===== config.mk =====
export PLATFORM = sky130hd
export DESIGN_NAME = div_unit
export DESIGN_NICKNAME = d
export VERILOG_FILES = /design/src/rtl/div_unit.sv
export SDC_FILE = /design/constraint.sdc
export NUM_CORES = 1
export LEC_CHECK = 0
export ABC_AREA = 1
export CORE_MARGIN = 4
export CORE_UTILIZATION = 33
export CTS_BUF_LIST = sky130_fd_sc_hd__clkbuf_8 sky130_fd_sc_hd__clkbuf_16
export DETAILED_ROUTE_END_ITERATION = 8
export HOLD_SLACK_MARGIN = 0.08
export PLACE_DENSITY = 0.56
export SETUP_SLACK_MARGIN = 0.2
export SLEW_MARGIN = 20
export SYNTH_ARGS = -nofsm -noshare
export SYNTH_HDL_FRONTEND = slang
export SYNTH_SLANG_ARGS = --single-unit

===== constraint.sdc =====
create_clock -name clk -period 3.92 [get_ports clk]
set_input_delay 0.784 -clock clk [delete_from_list [all_inputs] [get_ports clk]]
set_output_delay 0.784 -clock clk [all_outputs]
set_load 0.02 [all_outputs]

===== src/rtl/div_unit.sv =====
// MIPS DIV/DIVU iterative radix-2 restoring divider for the execute stage.
// Latency: 33 cycles from start to result_valid (1 cycle for divide-by-zero).
// Backpressure: busy holds the pipeline during CALC; start is ignored while busy.
module div_unit (
  input  logic        clk,
  input  logic        rst,
  input  logic        start,
  input  logic        signed_div,
  input  logic [31:0] dividend,
  input  logic [31:0] divisor,
  input  logic        cancel,
  output logic        busy,
  output logic        result_valid,
  output logic [31:0] hi_out,
  output logic [31:0] lo_out
);

  localparam logic [1:0] ST_IDLE = 2'd0;
  localparam logic [1:0] ST_CALC = 2'd1;
  localparam logic [1:0] ST_DONE = 2'd2;

  logic [1:0]  state;
  logic [4:0]  iter_cnt;
  // Partial remainder; bit 32 is always zero between iterations but keeps
  // the trial subtraction honest.
  logic [32:0] rem;
  // Dividend bits shift out of the MSB while quotient bits shift in at the LSB.
  logic [31:0] quo;
  logic [31:0] dvs_mag;
  logic        qneg;
  logic        rneg;

  logic        accept;
  logic        dvs_zero;
  logic        a_neg;
  logic        b_neg;
  logic [31:0] a_mag;
  logic [31:0] b_mag;
  logic [33:0] trial;
  logic        trial_neg;
  logic [32:0] rem_next;
  logic [31:0] quo_next;
  logic        last_iter;
  logic [31:0] q_fixed;
  logic [31:0] r_fixed;

  // Operand capture decode and one restoring-division step.
  always_comb begin
    accept    = (state != ST_CALC) && start && !cancel;
    dvs_zero  = (divisor == 32'd0);
    a_neg     = signed_div & dividend[31];
    b_neg     = signed_div & divisor[31];
    // Two's-complement negate wraps, so abs(0x8000_0000) stays 0x8000_0000,
    // which is exactly its unsigned magnitude.
    a_mag     = a_neg ? (~dividend + 32'd1) : dividend;
    b_mag     = b_neg ? (~divisor + 32'd1) : divisor;
    trial     = {rem, quo[31]} - {2'b00, dvs_mag};
    trial_neg = trial[33];
    rem_next  = trial_neg ? {rem[31:0], quo[31]} : trial[32:0];
    quo_next  = {quo[30:0], ~trial_neg};
    last_iter = (iter_cnt == 5'd31);
    q_fixed   = qneg ? (~quo_next + 32'd1) : quo_next;
    r_fixed   = rneg ? (~rem_next[31:0] + 32'd1) : rem_next[31:0];
  end

  // Control FSM: state, iteration counter, busy and the result strobe.
  always_ff @(posedge clk) begin
    if (rst) begin
      state        <= ST_IDLE;
      iter_cnt     <= 5'd0;
      busy         <= 1'b0;
      result_valid <= 1'b0;
    end else if (cancel) begin
      state        <= ST_IDLE;
      iter_cnt     <= 5'd0;
      busy         <= 1'b0;
      result_valid <= 1'b0;
    end else begin
      case (state)
        ST_IDLE, ST_DONE: begin
          iter_cnt <= 5'd0;
          if (start) begin
            if (dvs_zero) begin
              state        <= ST_DONE;
              busy         <= 1'b0;
              result_valid <= 1'b1;
            end else begin
              state        <= ST_CALC;
              busy         <= 1'b1;
              result_valid <= 1'b0;
            end
          end else begin
            state        <= ST_IDLE;
            busy         <= 1'b0;
            result_valid <= 1'b0;
          end
        end
        ST_CALC: begin
          iter_cnt <= iter_cnt + 5'd1;
          if (last_iter) begin
            state        <= ST_DONE;
            busy         <= 1'b0;
            result_valid <= 1'b1;
          end else begin
            state        <= ST_CALC;
            busy         <= 1'b1;
            result_valid <= 1'b0;
          end
        end
        default: begin
          state        <= ST_IDLE;
          iter_cnt     <= 5'd0;
          busy         <= 1'b0;
          result_valid <= 1'b0;
        end
      endcase
    end
  end

  // Iteration datapath: load magnitudes on accept, then shift/subtract in CALC.
  always_ff @(posedge clk) begin
    if (rst) begin
      rem     <= 33'd0;
      quo     <= 32'd0;
      dvs_mag <= 32'd0;
      qneg    <= 1'b0;
      rneg    <= 1'b0;
    end else if (accept) begin
      rem     <= 33'd0;
      quo     <= a_mag;
      dvs_mag <= b_mag;
      qneg    <= a_neg ^ b_neg;
      rneg    <= a_neg;
    end else if ((state == ST_CALC) && !cancel) begin
      rem <= rem_next;
      quo <= quo_next;
    end
  end

  // Result registers: written only on entry to DONE, held otherwise.
  always_ff @(posedge clk) begin
    if (rst) begin
      hi_out <= 32'd0;
      lo_out <= 32'd0;
    end else if (accept && dvs_zero) begin
      lo_out <= 32'hFFFF_FFFF;
      hi_out <= dividend;
    end else if ((state == ST_CALC) && last_iter && !cancel) begin
      lo_out <= q_fixed;
      hi_out <= r_fixed;
    end
  end

endmodule


; Word-level counts from Yosys, hierarchy flattened
; Cells that the tools add are included.
; W data, S select, Z words.
[classes]
addsub = 6
n_eq_ne = 4
muxes = 23
n_bitwise = 9
n_reduce_logical = 15
[ops]
columns = operator, count
row1 = $mux W32, 10
row2 = $add A32 B1 Y32 const B, 4
row3 = $not A32 Y32, 4
row4 = $sub A34 B32 Y34, 1
row5 = $mux W33, 1
row6 = $logic_not A32 Y1, 1
row7 = $logic_and A1 B1 Y1, 6
row8 = $mux W1, 6
row9 = $mux W2, 3
row10 = $reduce_or A2 Y1, 3
row11 = $add A5 B1 Y5 const B, 1
row12 = $eq A5 B5 Y1 const B, 1
row13 = $pmux W1 S2, 2
row14 = $pmux W2 S2, 1
row15 = $reduce_bool A2 Y1, 2
row16 = $reduce_or A3 Y1, 1
row17 = $and A1 B1 Y1, 2
row18 = $eq A2 B1 Y1 const B, 1
row19 = $eq A2 B2 Y1 const B, 1
row20 = $logic_not A2 Y1, 1
row21 = $ne A2 B1 Y1 const B, 1
row22 = $not A1 Y1, 2
row23 = $logic_not A1 Y1, 1
row24 = $xor A1 B1 Y1, 1
[word_totals]
ff_bits = 172
word_cells = 68

; Depth between registers and ports, before layout
[depth]
ltp_word = 7
depth_mapped = 31
mapped_depth_nobuf = 29

; Least setup slack after synthesis
; No wires, ideal clock.
[synth_path]
path_type = register to register
startpoint = reg dvs_mag[8]
endpoint = reg lo_out[30]
t_arrival_ns = 3.569
setup_slack_ns = 0.219
path_stages_with_launch = 30
n_path_buf = 2
period_less_slack_ns = 3.701
path_cell_list = dfxtp_1 > inv_1 > ha_1 > nand2_2 > nor2_1 > nand3_1 > nand3_2 > nand2_1 > nand2_2 > nand2_2 > nand2_2 > nand2_2 > nand2_2 > buf_6 > buf_6 > ha_1 > inv_1 > nor3_1 > nand3_1 > nand3b_1 > nor3_1 > nand2_1 > nand2_1 > o21ai_0 > nor2_1 > o21ai_0 > nor2_1 > xnor2_1 > o21ai_0 > a21oi_1
[synth_between]
elab_chain_cells = 7
[synth_rtl]
columns = item, line
row1 = from (decl), 29  ; logic [31:0] dvs_mag;
row2 = from (signal assigned), 131  ; dvs_mag <= b_mag;
row3 = $sub A34 B32 Y34, 57  ; trial = {rem, quo[31]} - {2'b00, dvs_mag};
row4 = $not A1 Y1, 60  ; quo_next = {quo[30:0], ~trial_neg};
row5 = $not A32 Y32, 62  ; q_fixed = qneg ? (~quo_next + 32'd1) : quo_next;
row6 = $add A32 B1 Y32, 62
row7 = $mux W32, 62
row8 = $mux W32, 148  ; end else if ((state == ST_CALC) && last_iter && !cancel) begin
row9 = $mux W32, 145  ; end else if (accept && dvs_zero) begin
row10 = to (signal assigned), 149  ; lo_out <= q_fixed;
row11 = to (decl), 15  ; output logic [31:0] lo_out
; Every way passes these cells. The select of a mux whose other input is x is not followed.
; A chain may end at the register's enable or synchronous reset.

; Worst setup path after layout
[layout_path]
startpoint = reg rem[14]
endpoint = reg hi_out[31]
[layout_between]
elab_chain_cells = 7
[layout_rtl]
columns = item, line
row1 = from (decl), 26  ; logic [32:0] rem;
row2 = from (signal assigned), 135  ; rem <= rem_next;
row3 = $sub A34 B32 Y34, 57
row4 = $mux W33 (*), 59  ; rem_next = trial_neg ? {rem[31:0], quo[31]} : trial[32:0];
row5 = $not A32 Y32, 63  ; r_fixed = rneg ? (~rem_next[31:0] + 32'd1) : rem_next[31:0];
row6 = $add A32 B1 Y32, 63
row7 = $mux W32 (*), 63
row8 = $mux W32 (*), 148
row9 = $mux W32 (*), 145
row10 = to (signal assigned), 147  ; hi_out <= dividend;
row11 = to (signal assigned), 150  ; hi_out <= r_fixed;
row12 = to (decl), 14  ; output logic [31:0] hi_out,
; Every way passes the cells marked *; elsewhere a longest branch is shown, timed or not. The select of a mux whose other input is x is not followed.

==> out/qor.txt <==
initial antenna violation count -> 0
Hold Path Class -> register to register
Via-to-Cell Ratio -> 5.068
WL final -> 51150 microns
cell depth of the worst hold path -> 1
post-route minimum period -> 3617 ps
CTS buffer count -> 17
#FFs+latches synth -> 170
CTS Sinks -> 170
power consumption -> 6.417 mW
CP most frequent cell -> buf_4
PD cells -> 370.2 mW/mm^2
die area -> 0.04204 sq mm
Ys Warns -> 0
drt first-iter violations -> 1254
via count -> 14760
Post-synth EDFFs -> 0
CP bufs+invs -> 11
final hold slack -> 463.4 ps
max-capacitance violation count -> 0
Peak VDD IR -> 0.3529 mV
Yosys top cell by area -> dfxtp_1
Site Rows -> 71
gpl congestion -> 0.9319
CTS root buf -> clkbuf_16
DRT antenna net count -> 0
reg2reg path depth -> 28
DP HPWL -> 39580 microns
final setup margin -> 303.2 ps
pre-CTS setup slack -> -200.4 ps
period utilisation layout -> 92.26%
# port buffers -> 134
WL per Instance -> 17.56 microns
nature of the critical path startpoint -> register
layout cell share with drive strength beyond 1 -> 18.62%
final setup TNS -> 0 ps
placed instance area -> 0.01586 sq mm
Max clock buf depth -> 2
WS Path Type -> register to register
synthesized instance count -> 2095
non-filler cells in the finished layout -> 2913
Crit path largest cell delay -> 380 ps
Worst slew margin -> 43.82%
largest net degree at the start of global routing -> 62
synth cell count leaders -> 520 x nand2_1, 297 x inv_1, 198 x nor2_1
Req. time, crit path -> 4230 ps
vias in the first global route -> 14010
H-tree depth -> 4
crit path max-delay cell type -> dfxtp_1
die height -> 205.0 microns
gr usage total -> 23.85%
main flop type after synthesis -> dfxtp_1
RSZ-0062 raised after global routing -> true
Top delay family on crit path -> simple AND/OR/NAND/NOR gates
DRC Markers -> 2
Crit path depth -> 28
Yosys cell types -> 53
Initial Util -> 33.69%
first-pass GRT wire length -> 79130 microns
worst skew pair latency -> 460 ps
largest cells by area after synthesis -> dfxtp_1 27%, nand2_1 15%, inv_1 8.7%
CTS tree -> done
top-level I/O count -> 135
Placeable Area -> 0.03802 sq mm
top cell type's share of synthesized area -> 26.57%
width of the die -> 205.0 microns
Final Max Tran Viols -> 0
first drt pass iteration count -> 8
GR Overflow Total -> 0
Finished Core Util -> 45.59%
sequential-to-total area share from yosys stat -> 26.57%
post-route cell area -> 0.01733 sq mm
Mapped Area -> 0.01281 sq mm
failing checks -> design-rule violations
nets -> 2496
Syn Area/Cell -> 6.115 sq um
Pleak -> 8.113 nW
crit path DAT -> 3930 ps
CP max FO -> 2
Placed Instances -> 2849
clock-pin slew on the worst setup and hold paths -> 70 ps
asr flop ratio synth -> 0%
Final Hold Viols -> 0
Syn-to-layout area delta -> 35.31%
syn_nets -> 2203
top-count cell post-synth -> nand2_1
Final setup viols -> 0
skew final -> 15.09 ps
status -> finished with violations
CP Capture Type -> register
Worst Tran Pin Value -> 841.8 ps
fmax -> 276.5 MHz
-- flip-flops by register name, indices dropped and copies added, names as in the netlist --
| signal | count |
|---|---|
| state | 1 |
| lo_out | 32 |
| result_valid | 1 |
| qneg | 1 |
| iter_cnt | 5 |
| rem | 33 |
| rneg | 1 |
| dvs_mag | 32 |
| hi_out | 32 |
| quo | 32 |
-- kinds of logic (layout without fill, tap and decap cells) --
| logic type | Yosys count | count (layout) | synth area share, % |
|---|---|---|---|
| adders and majority gates | 39 | 39 | 3.868 |
| other | 0 | 1 | 0 |
| DFF | 170 | 170 | 26.57 |
| buffers and inverters | 388 | 694 | 12.05 |
| AOI/OAI and AO/OA | 427 | 427 | 18.71 |
| and+or+nand+nor | 1005 | 1005 | 34.29 |
| xor gates and xnor gates | 66 | 66 | 4.512 |
-- power by group --
| part | leakage (nW) | internal, mW | switching (mW) |
|---|---|---|---|
| Sequential | 1.39 | 1.79 | 0.0554 |
| Combinational | 6.44 | 1.09 | 1.70 |
| Clock | 0.284 | 0.970 | 0.819 |
| Total | 8.11 | 3.84 | 2.58 |
-- path summary, 6_finish.rpt --
path,to,slack (ps),from
worst min register to register,iter_cnt[0]$_SDFF_PP0_,460,iter_cnt[0]$_SDFF_PP0_
worst max register to register,hi_out[31]$_SDFFE_PP0P_,300,rem[14]$_SDFFE_PP0P_
worst min-delay path,iter_cnt[0]$_SDFF_PP0_,460,iter_cnt[0]$_SDFF_PP0_
worst max-delay path,hi_out[31]$_SDFFE_PP0P_,300,rem[14]$_SDFFE_PP0P_
-- worst reg2reg max path: cells and delay by family (launching register included) --
family / cells / cell delay, ps
buffers and inverters: 11 / 1210
DFF: 1 / 380
AOI/OAI and AO/OA: 3 / 280
and+or+nand+nor: 13 / 1300
adders and majority gates: 1 / 310
-- repair_timing --
item | in CTS | in global routing
cloned | 0 | 1
setup endpoints to repair | 8 | 39
pin swaps | 30 | 42
setup buffers | 20 | 10
gates resized for setup | 58 | 82
hold buffers | 0 | 0
-- metal layers --
layer	part of all wire (%)	global-route usage, %	vias up
met4	1.9	5.383	0
met5	0	0	-
li1	-	-	7393
met1	47	33.69	6856
met3	5.7	3.768	54
met2	46	38.38	461
-- cell usage in the layout (no fill, tap or decap), types with 14 or more instances in the layout --
cell type,Yosys,final
nand2_1,520,497
inv_1,297,282
buf_4,4,212
nor2_1,198,186
dfxtp_1,170,157
a21oi_1,155,147
o21ai_0,150,143
nand3_1,140,133
clkdlybuf4s50_1,0,131
nand2_2,31,49
xor2_1,41,41
a31oi_1,28,28
nand4_1,25,25
xnor2_1,25,25
nor3_1,29,24
ha_4,0,23
o211ai_1,22,22
inv_2,6,21
nor2_2,10,19
clkbuf_16,0,18
o221ai_1,17,17
ha_1,38,15
o21ai_1,12,14
-- cell type report --
class,instances,area [sq um]
clock inverter,14,157.7
multi-input combinational,1537,8449
inverter,307,1152
fill,4023,20690
antenna,1,2.502
tap,511,639.4
timing repair buffer,355,3074
clock buffer,18,439.2
sequential,170,3420
Note: power is estimated with default switching activity, not from simulation.
